### config.mk
export PLATFORM = sky130hd
export DESIGN_NAME = irq_id_arbiter_flat
export DESIGN_NICKNAME = d
export VERILOG_FILES = /design/src/rtl/irq_id_arbiter_if.sv /design/src/rtl/irq_id_arbiter.sv /design/src/flat_wrapper.sv
export SDC_FILE = /design/constraint.sdc
export NUM_CORES = 1
export LEC_CHECK = 0
export ABC_CLOCK_PERIOD_IN_PS = 2790
export BUFFER_PORTS_ARGS = -buffer_cell sky130_fd_sc_hd__buf_2
export CAP_MARGIN = 20
export CORE_ASPECT_RATIO = 0.5
export CORE_MARGIN = 2
export CORE_UTILIZATION = 52
export DETAILED_ROUTE_END_ITERATION = 8
export PLACE_DENSITY = 0.85
export SETUP_SLACK_MARGIN = 0.3
export SYNTH_ARGS = -nofsm -noshare
export SYNTH_HDL_FRONTEND = slang
export SYNTH_SLANG_ARGS = --single-unit
### constraint.sdc
create_clock -name clk_i -period 2.79 [get_ports clk_i]
set_clock_uncertainty 0.1 [all_clocks]
set_input_delay 0.1395 -clock clk_i [delete_from_list [all_inputs] [get_ports clk_i]]
set_output_delay 0.1395 -clock clk_i [all_outputs]
set_load 0.01 [all_outputs]
### src/rtl/irq_id_arbiter_if.sv
// Interrupt bus between the event unit / core and irq_id_arbiter.
// Carries the level lines and enable in, and the request, ID and status pulses out.
interface irq_id_arbiter_if #(
    parameter int NUM_IRQ  = 32,
    parameter int ID_WIDTH = 5
);
    logic [NUM_IRQ-1:0]  irq_i;
    logic                enable_i;
    logic                irq_ack_i;
    logic [ID_WIDTH-1:0] irq_ack_id_i;
    logic                irq_req_o;
    logic [ID_WIDTH-1:0] irq_id_o;
    logic                irq_pending_o;
    logic                ack_err_o;
    logic                timeout_o;

    // Handshake: irq_req_o stays high with irq_id_o until the core returns a one-cycle
    // irq_ack_i whose irq_ack_id_i equals irq_id_o in that same cycle; the request drops
    // on the following edge. Any other acknowledge pulses ack_err_o one cycle later.
    modport slave (
        input  irq_i, enable_i, irq_ack_i, irq_ack_id_i,
        output irq_req_o, irq_id_o, irq_pending_o, ack_err_o, timeout_o
    );
    modport master (
        output irq_i, enable_i, irq_ack_i, irq_ack_id_i,
        input  irq_req_o, irq_id_o, irq_pending_o, ack_err_o, timeout_o
    );
endinterface

### src/rtl/irq_id_arbiter.sv
// Picks the highest pending interrupt line, requests the core with its ID, and after an
// acknowledge holds off new requests until the served line clears or a timeout expires.
module irq_id_arbiter #(
    parameter int NUM_IRQ     = 32,
    parameter int ID_WIDTH    = 5,
    parameter int CLR_TIMEOUT = 255
) (
    input  logic             clk_i,
    input  logic             HRESETn,
    irq_id_arbiter_if.slave  bus,
    output logic [1:0]       state_o
);
    localparam int CNT_W = $clog2(CLR_TIMEOUT + 1);

    typedef enum logic [1:0] {
        IDLE     = 2'd0,
        REQ      = 2'd1,
        WAIT_CLR = 2'd2
    } state_e;

    state_e              state_q, state_d;
    logic                req_q, req_d;
    logic [ID_WIDTH-1:0] id_q, id_d;
    logic [ID_WIDTH-1:0] served_q, served_d;
    logic [CNT_W-1:0]    cnt_q, cnt_d;
    logic [CNT_W:0]      cnt_inc;
    logic                err_q, err_d;
    logic                tmo_q, tmo_d;
    logic [ID_WIDTH-1:0] winner;
    logic                any_irq;
    logic                ack_valid;

    // Later iterations overwrite earlier ones, so the highest set index wins.
    always_comb begin
        winner = '0;
        for (int i = 0; i < NUM_IRQ; i++) begin
            if (bus.irq_i[i]) winner = ID_WIDTH'(i);
        end
    end

    assign any_irq   = |bus.irq_i;
    assign ack_valid = bus.irq_ack_i && (bus.irq_ack_id_i == id_q);
    assign cnt_inc   = {1'b0, cnt_q} + (CNT_W + 1)'(1);

    always_ff @(posedge clk_i or negedge HRESETn) begin
        if (!HRESETn) begin
            state_q  <= IDLE;
            req_q    <= 1'b0;
            id_q     <= '0;
            served_q <= '0;
            cnt_q    <= '0;
            err_q    <= 1'b0;
            tmo_q    <= 1'b0;
        end else begin
            state_q  <= state_d;
            req_q    <= req_d;
            id_q     <= id_d;
            served_q <= served_d;
            cnt_q    <= cnt_d;
            err_q    <= err_d;
            tmo_q    <= tmo_d;
        end
    end

    always_comb begin
        state_d  = state_q;
        req_d    = req_q;
        id_d     = id_q;
        served_d = served_q;
        cnt_d    = cnt_q;
        err_d    = 1'b0;
        tmo_d    = 1'b0;
        case (state_q)
            IDLE: begin
                req_d = 1'b0;
                err_d = bus.irq_ack_i;
                if (bus.enable_i && any_irq) begin
                    id_d    = winner;
                    req_d   = 1'b1;
                    state_d = REQ;
                end
            end
            REQ: begin
                // A matching acknowledge beats a simultaneous enable drop or line drop.
                if (ack_valid) begin
                    req_d    = 1'b0;
                    served_d = id_q;
                    cnt_d    = '0;
                    state_d  = WAIT_CLR;
                end else begin
                    err_d = bus.irq_ack_i;
                    if (!any_irq || !bus.enable_i) begin
                        req_d   = 1'b0;
                        state_d = IDLE;
                    end else begin
                        id_d = winner;
                    end
                end
            end
            WAIT_CLR: begin
                req_d = 1'b0;
                err_d = bus.irq_ack_i;
                if (!bus.irq_i[served_q]) begin
                    state_d = IDLE;
                end else begin
                    if (cnt_q != '1) cnt_d = cnt_inc[CNT_W-1:0];
                    if (cnt_inc >= (CNT_W + 1)'(CLR_TIMEOUT)) begin
                        tmo_d   = 1'b1;
                        state_d = IDLE;
                    end
                end
            end
            default: begin
                req_d   = 1'b0;
                state_d = IDLE;
            end
        endcase
    end

    assign bus.irq_req_o     = req_q;
    assign bus.irq_id_o      = id_q;
    assign bus.irq_pending_o = any_irq;
    assign bus.ack_err_o     = err_q;
    assign bus.timeout_o     = tmo_q;
    assign state_o           = state_q;
endmodule
### src/flat_wrapper.sv
// flat-port wrapper written by rule: the top's interface ports become plain ports
module irq_id_arbiter_flat 
#(
    parameter int NUM_IRQ     = 32,
    parameter int ID_WIDTH    = 5,
    parameter int CLR_TIMEOUT = 255
)
  (clk_i, HRESETn, state_o, bus_irq_i, bus_enable_i, bus_irq_ack_i, bus_irq_ack_id_i, bus_irq_req_o, bus_irq_id_o, bus_irq_pending_o, bus_ack_err_o, bus_timeout_o);
  irq_id_arbiter_if #(.NUM_IRQ(NUM_IRQ), .ID_WIDTH(ID_WIDTH)) bus_i ();
  input  logic clk_i;
  input  logic HRESETn;
  output logic [1:0] state_o;
  input wire logic [$bits(bus_i.irq_i)-1:0] bus_irq_i;
  input wire logic [$bits(bus_i.enable_i)-1:0] bus_enable_i;
  input wire logic [$bits(bus_i.irq_ack_i)-1:0] bus_irq_ack_i;
  input wire logic [$bits(bus_i.irq_ack_id_i)-1:0] bus_irq_ack_id_i;
  output wire logic [$bits(bus_i.irq_req_o)-1:0] bus_irq_req_o;
  output wire logic [$bits(bus_i.irq_id_o)-1:0] bus_irq_id_o;
  output wire logic [$bits(bus_i.irq_pending_o)-1:0] bus_irq_pending_o;
  output wire logic [$bits(bus_i.ack_err_o)-1:0] bus_ack_err_o;
  output wire logic [$bits(bus_i.timeout_o)-1:0] bus_timeout_o;
  assign bus_i.irq_i = bus_irq_i;
  assign bus_i.enable_i = bus_enable_i;
  assign bus_i.irq_ack_i = bus_irq_ack_i;
  assign bus_i.irq_ack_id_i = bus_irq_ack_id_i;
  assign bus_irq_req_o = bus_i.irq_req_o;
  assign bus_irq_id_o = bus_i.irq_id_o;
  assign bus_irq_pending_o = bus_i.irq_pending_o;
  assign bus_ack_err_o = bus_i.ack_err_o;
  assign bus_timeout_o = bus_i.timeout_o;
  irq_id_arbiter #(.NUM_IRQ(NUM_IRQ), .ID_WIDTH(ID_WIDTH), .CLR_TIMEOUT(CLR_TIMEOUT)) u_core (.clk_i(clk_i), .HRESETn(HRESETn), .bus(bus_i), .state_o(state_o));
endmodule
# Word level (Yosys, flattened, before mapping)
# Cells that the tools add are included.
[word_totals] regBits=23 latchBits=0 ramBits=0 rom_bits=0 in_bits=41 output_inout_bits=11 wordCells=92 n_memories=0
[classes] add_sub_neg=1 mul=0 div=0 magnitude_cmp=2 eq_ne=12 shift=0 n_mux=56 bitwise_logic=0 n_reduce_logical=14
[ops] op="2-to-1 mux 5 bit" n=33
[ops] op="OR reduction 32 bit" n=1
[ops] op="2-to-1 mux 8 bit" n=3
[ops] op="one-hot mux 8 bit (2 select lines)" n=1
[ops] op="2-to-1 mux 2 bit" n=5
[ops] op="one-hot mux 5 bit (2 select lines)" n=1
[ops] op="adder 8 x 1 -> 9 bit (second input constant)" n=1
[ops] op=">= comparator 9 x 8 -> 1 bit (second input constant)" n=1
[ops] op="2-to-1 mux 1 bit" n=9
[ops] op="inequality test 2 x 1 -> 1 bit (second input constant)" n=4
[ops] op="inequality test 8 bit (second input constant)" n=1
[ops] op="AND reduction 4 bit" n=2
[ops] op="less-than comparator 5 x 6 -> 1 bit (second input constant)" n=1
[ops] op="one-hot mux 2 bit (3 select lines)" n=1
[ops] op="binary-select mux 1 bit (select 5 bit)" n=1
[ops] op="equality test 5 bit" n=1
[ops] op="inequality test 2 bit (second input constant)" n=2
[ops] op="one-hot mux 1 bit (2 select lines)" n=2
[ops] op="nonzero test 2 bit" n=2
[ops] op="inequality test 3 x 1 -> 1 bit (second input constant)" n=1
[ops] op="inequality test 3 bit (second input constant)" n=1
[ops] op="AND reduction 3 bit" n=1
[ops] op="equality test 2 x 1 -> 1 bit (second input constant)" n=1
[ops] op="equality test 2 bit (second input constant)" n=1
[ops] op="other kinds (6)" n=8

# Depth between registers and ports, before layout
# Gate-level depths: netlist of the first run.
[logic_depth] word_depth=34 depth_mapped=8 ltp_nobuf=7

# Least setup slack after synthesis of the first run
# No wires, ideal clock.
[synth_timing] kind="reg2reg" start="register u_core.served_q[1]" end="register u_core.cnt_q[0]" arrival_time_ns=2.249 required_ns=2.565 setup_slack_ns=0.317 path_stages_with_launch=9 synth_period_minus_slack_ns=2.473 path_cell_list="dfrtp_1 -> buf_6 -> mux4_1 -> mux4_2 -> or2_0 -> buf_2 -> nand2_2 -> nor3_2 -> mux2_2"
[synth_via] elab_chain_cells=4
[synth_lines] item="from (decl)" line="irq_id_arbiter.sv:24" text="logic [ID_WIDTH-1:0] served_q, served_d;"
[synth_lines] item="from (signal assigned)" line="irq_id_arbiter.sv:58" text="served_q <= served_d;"
[synth_lines] item="binary-select mux 1 bit (select 5 bit)" line="irq_id_arbiter.sv:103" text="if (!bus.irq_i[served_q]) begin"
[synth_lines] item="2-to-1 mux 1 bit (not written as such)" line="irq_id_arbiter.sv:103"
[synth_lines] item="inequality test 2 x 1 -> 1 bit (no line)"
[synth_lines] item="AND reduction 4 bit (no line)"
[synth_lines] item="to (signal assigned)" line="irq_id_arbiter.sv:59" text="cnt_q <= cnt_d;"
[synth_lines] item="to (decl)" line="irq_id_arbiter.sv:25" text="logic [CNT_W-1:0] cnt_q, cnt_d;"
# No other way between the ends. The select of a mux whose other input is x is not followed.
# A chain may end at the register's enable or synchronous reset.

# Worst setup path after layout of the first run
# Same ends and word-level chain as after synthesis.

==> results.md, run 1 <==
* Storage element area at ~580 sq um
* Multi-input gate area at 1177 sq um
* Max clock buf depth at 2
* Seq cells post-synth at 23
* Most frequent cell after synthesis: nand2_1
* Highest routed layer: met4
* Initial antenna violation count at 0
* Final ANT Viol Nets at 0
* Ports at 52
* CP Class: register to register
* Max Clk Rate at 401.6 MHz
* Fill cells at 272
* TritonCTS buffer count at 3
* Int Power at ~770 uW
* CP Capture Type: register
* Min-Delay Path Class: input pin to register
* Seq/Total Area, Yosys at 31.40%
* Via Count at between 1500 and 2000
* Yosys synthesis warning count at 0
* Diode count at 0
* DRT Pass-1 Iters at 4
* Cell leakage power at 0.0009633 uW
* Initial Util at a little over half
* Cell Rows at 15
* Final setup viols at 0
* Top_reg_cell synth: dfrtp_1
* Clock period minus worst slack at 2.490 ns
* CTS clk-pin slew, worst paths at approximately 0.08 ns
* Dpl hpwl at 3784 um
* Number of global-route vias before repair at about 1800
* Worst slew pin tran at 0.5764 ns
* Area Growth Syn to Fin at 21.30%
* Final slew viol count at 0
* TritonCTS clock tree: built
* Relative slew slack at ~61%
* Setup tns final at 0 ns
* Global-route wire length before repair at 8155 um
* WL final at 4999 um
* NumNets Final at 306
* Final Core Density at 65.45%
* GRT Util Overall at 26.67%
* Routability Congestion at 0.9523
* Area after DPL at 2147 sq um
* Design area at 2223 sq um
* Residual DRC count at 0
* Switch share at about 37%
* Worst-path maximum fanout at 7
* Top post-synthesis cells by area: dfrtp_1 (31%), mux4_2 (7.4%), nand2_1 (5.7%)
* DR WL met3 at 310 um
* Syn_area_per_cell at 8.855 sq um
* Status: finished, final reports clean
* Root Buffer: clkbuf_8
* GRT Residual Overflow at 0
* Final Hold Viols at 0
* Clk pwr share at around 17%
* Synthesized netlist cell count at between 200 and 250
* Synth top cells by count: nand2_1 (28), dfrtp_1 (23), nor2_1 (17)
* Core footprint at 3397 sq um
* Synth unique cells at 52
* Die W at 87.97 um
* Sequential power share at 41.4%
* Critical Path Start Type: register
* Power Density at 552.4 nW/um^2
* # port buffers at 51
* Post-synth top area share at 31.40%
* Average wire per standard cell at ~16 um
* Synth area leader: dfrtp_1
* Routed wl met2 at roughly 2500 um
* Wl on met1 at around 2100 um
* H-tree depth at 1
* Die height at 45.98 um
* Initial DRC count at 100
* Post-synth EDFFs at 0
* Crit path required time at roughly 2.9 ns
* Switching pwr at 459.9 uW
* RSZ-0062 raised after global routing: true
* Clock Latency Late Sink at 0.27 ns
* Clk sink count at 23
* Worst Path Arrival at 2.55 ns
* Ys async rst share at 100.0%
* Mapped Area at 1833 sq um
* Share of layout cells above drive strength 1 at 29.77%
* Combinational power share at 41.6%
* Die area at 4045 sq um
* Tcrit/Tclk final at 89.25%
* Overall Power at 1228 uW
* Via/cell ratio at 5.987
* Syn nets at 250
* Max-cap viol count at 0
* IR drop worst, VDD at 207.8 uV
* Largest net degree at the start of global routing at 24
final cells by class:
type	instances	share of cell area (%)
tap	51	2.870
timing repair buffer	58	14.01
clock buffer	3	1.857
sequential	23	25.89
multi-input combinational	164	52.95
clock inverter	1	0.2251
inverter	13	2.195
layer usage:
metal	GRT usage, %	vias up
li1	-	886
met2	46.82	89
met3	4.348	4
met4	9.231	0
met1	34.36	895
met5	0	-
critical path, cell delays in order, from the launching register on:
cell,delay [ns]
dfrtp_1,0.38
buf_6,0.15
mux4_2,0.51
mux4_2,0.49
or2_4,0.31
nand2_4,0.09
nor3_2,0.07
mux2_4,0.29
power by group through the flow:
stage,combinational (uW),sequential (uW),clock (uW)
2_1_floorplan,350,471,0
3_3_place_gp,429,499,0
3_5_place_dp,453,505,0
4_1_cts,485,503,214
5_1_grt,557,520,226
6_report,511,508,209
cell usage in the layout, fill, tap and decap left out, types with 8 or more instances in the layout:
master   synthesis  layout
a21oi_1          9       9
nand2_1         28      28
inv_1           13      13
mux4_2           6       8
nor4_1          10      10
dfrtp_1         23      23
nor2_1          17      17
o21ai_0          9       9
buf_2            1      52
registers in the layout (all words and copies together) (netlist names):
name	cells
u_core.cnt_q	8
u_core.bus.irq_id_o	5
u_core.served_q	5
u_core.state_o	2
u_core.bus.ack_err_o	1
u_core.bus.irq_req_o	1
u_core.bus.timeout_o	1
cell families after synthesis:
group           count (synthesis)  synth area share (%)
flops                          23                 31.40
compound gates                 49                 19.45
fa+ha+maj                       2                 1.365
simple gates                   89                 24.37
mux                            18                 15.97
xor+xnor                        6                 2.867
buf+inv                        20                 4.573
path summary, 6_finish.rpt:
check,start,end,slack [ns],depth (start not counted)
max,u_core.served_q[1],u_core.cnt_q[0],0.30,7
min,bus_irq_ack_i,u_core.bus.ack_err_o,0.04,2
max reg2reg,u_core.served_q[1],u_core.cnt_q[0],0.30,7
min reg2reg,u_core.bus.irq_req_o,u_core.bus.irq_req_o,0.44,2
max in group asynchronous,HRESETn,u_core.cnt_q[5],1.97,2
min in group asynchronous,HRESETn,u_core.served_q[3],0.28,2
timing repair:
| item | in CTS | in global routing |
|---|---|---|
| hold buffers | 1 | 0 |
| resized for setup | 5 | 2 |
| setup endpoints to repair | 8 | 6 |
| pin swaps | 1 | 3 |
| cloned | 1 | 0 |
| setup buffers | 0 | 1 |
| endpoints found under the hold margin | 23 | 0 |
through the flow:
step                hold slack [ns]  std cells  setup slack [ns]
floorplan                   -0.2561        207            0.3167
global placement            0.02492        306            0.2307
detailed placement          0.03919        306            0.1178
CTS                         0.03564        312            0.3093
global route                0.04252        313            0.2347
finish                      0.03912        313            0.2999
No activity file was read; power rests on OpenSTA's default activity.
==> run 2, diff against run 1 <==
--- a/config.mk
+++ b/config.mk
@@ -11,6 +11,7 @@
 export CORE_ASPECT_RATIO = 0.5
 export CORE_MARGIN = 2
 export CORE_UTILIZATION = 52
+export CTS_BUF_LIST = sky130_fd_sc_hd__clkbuf_16
 export DETAILED_ROUTE_END_ITERATION = 8
 export PLACE_DENSITY = 0.85
 export SETUP_SLACK_MARGIN = 0.3
==> run 2 against run 1 <==
Global-route usage is essentially flat; hold slack gained 0.011 ns; via count grew 2.0%; worst setup slack gained 0.0023 ns; clock-buffer cell count is the same; clock power grew 51%.
==> results.md, run 2 (same netlist as run 1, synthesis figures left out) <==
* Tcrit/Tclk final at 89.17%
* Largest reg by FF count: u_core.cnt_q
* Max reg flops at 8
* Worst Hold Path EP: u_core.state_o[0]
* Clk pwr share at 23.9%
* Switching pwr at 472.8 uW
* Post CTS Setup Buffer Count at 0
* Worst hold start: bus_enable_i
* WL final at 5031 um
* H-tree depth at 1
* Critical Path Start Type: register
* RSZ-0062 raised after global routing: true
* Status: finished, final reports clean
* Largest net degree at the start of global routing at 24
* Number of global-route vias before repair at 1759
* GRT Residual Overflow at 0
* Switch share at between 30 and 40%
* Worst slew pin tran at roughly 0.55 ns
* Min-Delay Path Class: input pin to register
* Sequential power share at about 39%
* Final setup viols at 0
* Power Density at 587.0 nW/um^2
* Final slew viol count at 0
* Ports at 52
* Cell leakage power at 0.0009713 uW
* Worst-path maximum fanout at 7
* CP Capture Type: register
* Initial DRC count at 107
* Max clock buf depth at 2
* Commonest non-fill, non-tap cell in the layout: buf_2
* Die W at 87.97 um
* Worst Path Arrival at 2.53 ns
* Reg2Reg Setup Slack at 0.30 ns
* TritonCTS buffer count at 3
* Clock period minus worst slack at about 2.5 ns
* # port buffers at 51
* Combinational power share at about 37%
* GRT Util Overall at between 20% and 30%
* Area Growth Syn to Fin at 22.53%
* Most frequent cells in the layout: buf_2 (52), nand2_1 (28), dfrtp_1 (23)
* NumNets Final at 305
* IR drop worst, VDD at 238.3 uV
* Via/cell ratio at between 6 and 7
* RR Startpoint: u_core.served_q[1]
* Diode count at 0
* R2r worst-path depth at 7
* DRT Pass-1 Iters at 5
* Hold Crit Depth at 2
* Initial Util at 53.96%
* Crit path required time at 2.83 ns
* Die height at 45.98 um
* Cell Rows at 15
* Share of layout cells above drive strength 1 at between 20 and 30%
* Place WS at 0.1178 ns
* Routability Congestion at between 0.9 and 1
* Setup tns final at 0 ns
* Fill cells at 259
* Max-cap viol count at 0
* Via Count at roughly 1900
* Final Hold Viols at 0
* Int Power at 845.5 uW
* Final WS setup at 0.3022 ns
* Slowest cell on crit path: mux4_2
* Cell breakdown of the critical path: buf_6 -> mux4_2 -> mux4_2 -> or2_4 -> nand2_4 -> nor3_2 -> mux2_2
* Global-route wire length before repair at 8204 um
* Die area at 4045 sq um
* Most common cell on crit path: mux4_2
* Clock Latency Late Sink at 0.26 ns
* Core footprint at 3397 sq um
* Clk sink count at 23
* TritonCTS clock tree: built
* Critical Path Max Stage Delay at 0.51 ns
* Root Buffer: clkbuf_16
* Final ANT Viol Nets at 0
* Relative slew slack at 62.85%
* CTS clk-pin slew, worst paths at roughly 0.060 ns
* Residual DRC count at 0
* Max Clk Rate at 402.0 MHz
* Initial antenna violation count at 0
* Dpl hpwl at roughly 3800 um
* Average wire per standard cell at 16.13 um
* CP Class: register to register
* Reg-to-reg endpoint: u_core.cnt_q[0]
[run 2: through the flow]
step | hold slack [ns] | area (sq um) | utilization, % | std cells | total power [uW]
floorplan | -0.2561 | 1833 | - | 207 | 820.9
global placement | 0.02492 | 2147 | 63.20 | 306 | 928.2
detailed placement | 0.03919 | 2147 | 63.20 | 306 | 958.4
CTS | 0.05210 | 2250 | 66.22 | 312 | 1305
global route | 0.06194 | 2246 | 66.11 | 312 | 1385
finish | 0.05022 | 2246 | 66.11 | 312 | 1318
[run 2: final cells by class]
class | instances | area (sq um) | area share [%]
sequential | 23 | 575.6 | 25.63
tap | 51 | 63.81 | 2.841
clock inverter | 1 | 5.005 | 0.2228
inverter | 13 | 48.80 | 2.173
clock buffer | 3 | 75.07 | 3.343
timing repair buffer | 57 | 304.0 | 13.54
multi-input combinational | 164 | 1174 | 52.26
[run 2: how the worst max path moves through the flow]
stage	from	end	depth (start not counted)
after floorplan	u_core.served_q[1]	u_core.cnt_q[0]	8
after global placement	u_core.served_q[1]	u_core.cnt_q[0]	7
after detailed placement	u_core.served_q[1]	u_core.cnt_q[0]	7
after CTS	u_core.served_q[1]	u_core.cnt_q[0]	7
after global routing	u_core.served_q[1]	u_core.cnt_q[0]	7
final	u_core.served_q[1]	u_core.cnt_q[0]	7
[run 2: repair_timing]
action                                  4_1_cts  5_1_grt
pin swaps                                     1        3
gates resized for setup                       5        1
cloned                                        1        0
hold buffers                                  1        0
endpoints found under the setup margin        8        5
hold endpoints to repair                     23        0
[run 2: worst max-delay path: cells and delay by family, from the launching register on]
kind          cells  cell delay [ns]
flops             1             0.37
buf+inv           1             0.15
simple gates      3             0.47
mux               3             1.28
[run 2: layer usage]
metal / global-route usage, % / share of wire [%] / vias up
li1: - / - / 888
met1: 36.02 / 41 / 894
met4: 6.462 / 1.2 / 0
met5: 0 / 0 / -
met3: 3.986 / 8.0 / 9
met2: 46.36 / 50 / 120
[run 2: power groups by stage]
stage / registers, uW / clock network, uW / logic [uW]
after CTS: 502 / 317 / 485
after floorplan: 471 / 0 / 350
after detailed placement: 505 / 0 / 453
final: 510 / 315 / 493
after global routing: 519 / 330 / 536
after global placement: 499 / 0 / 429
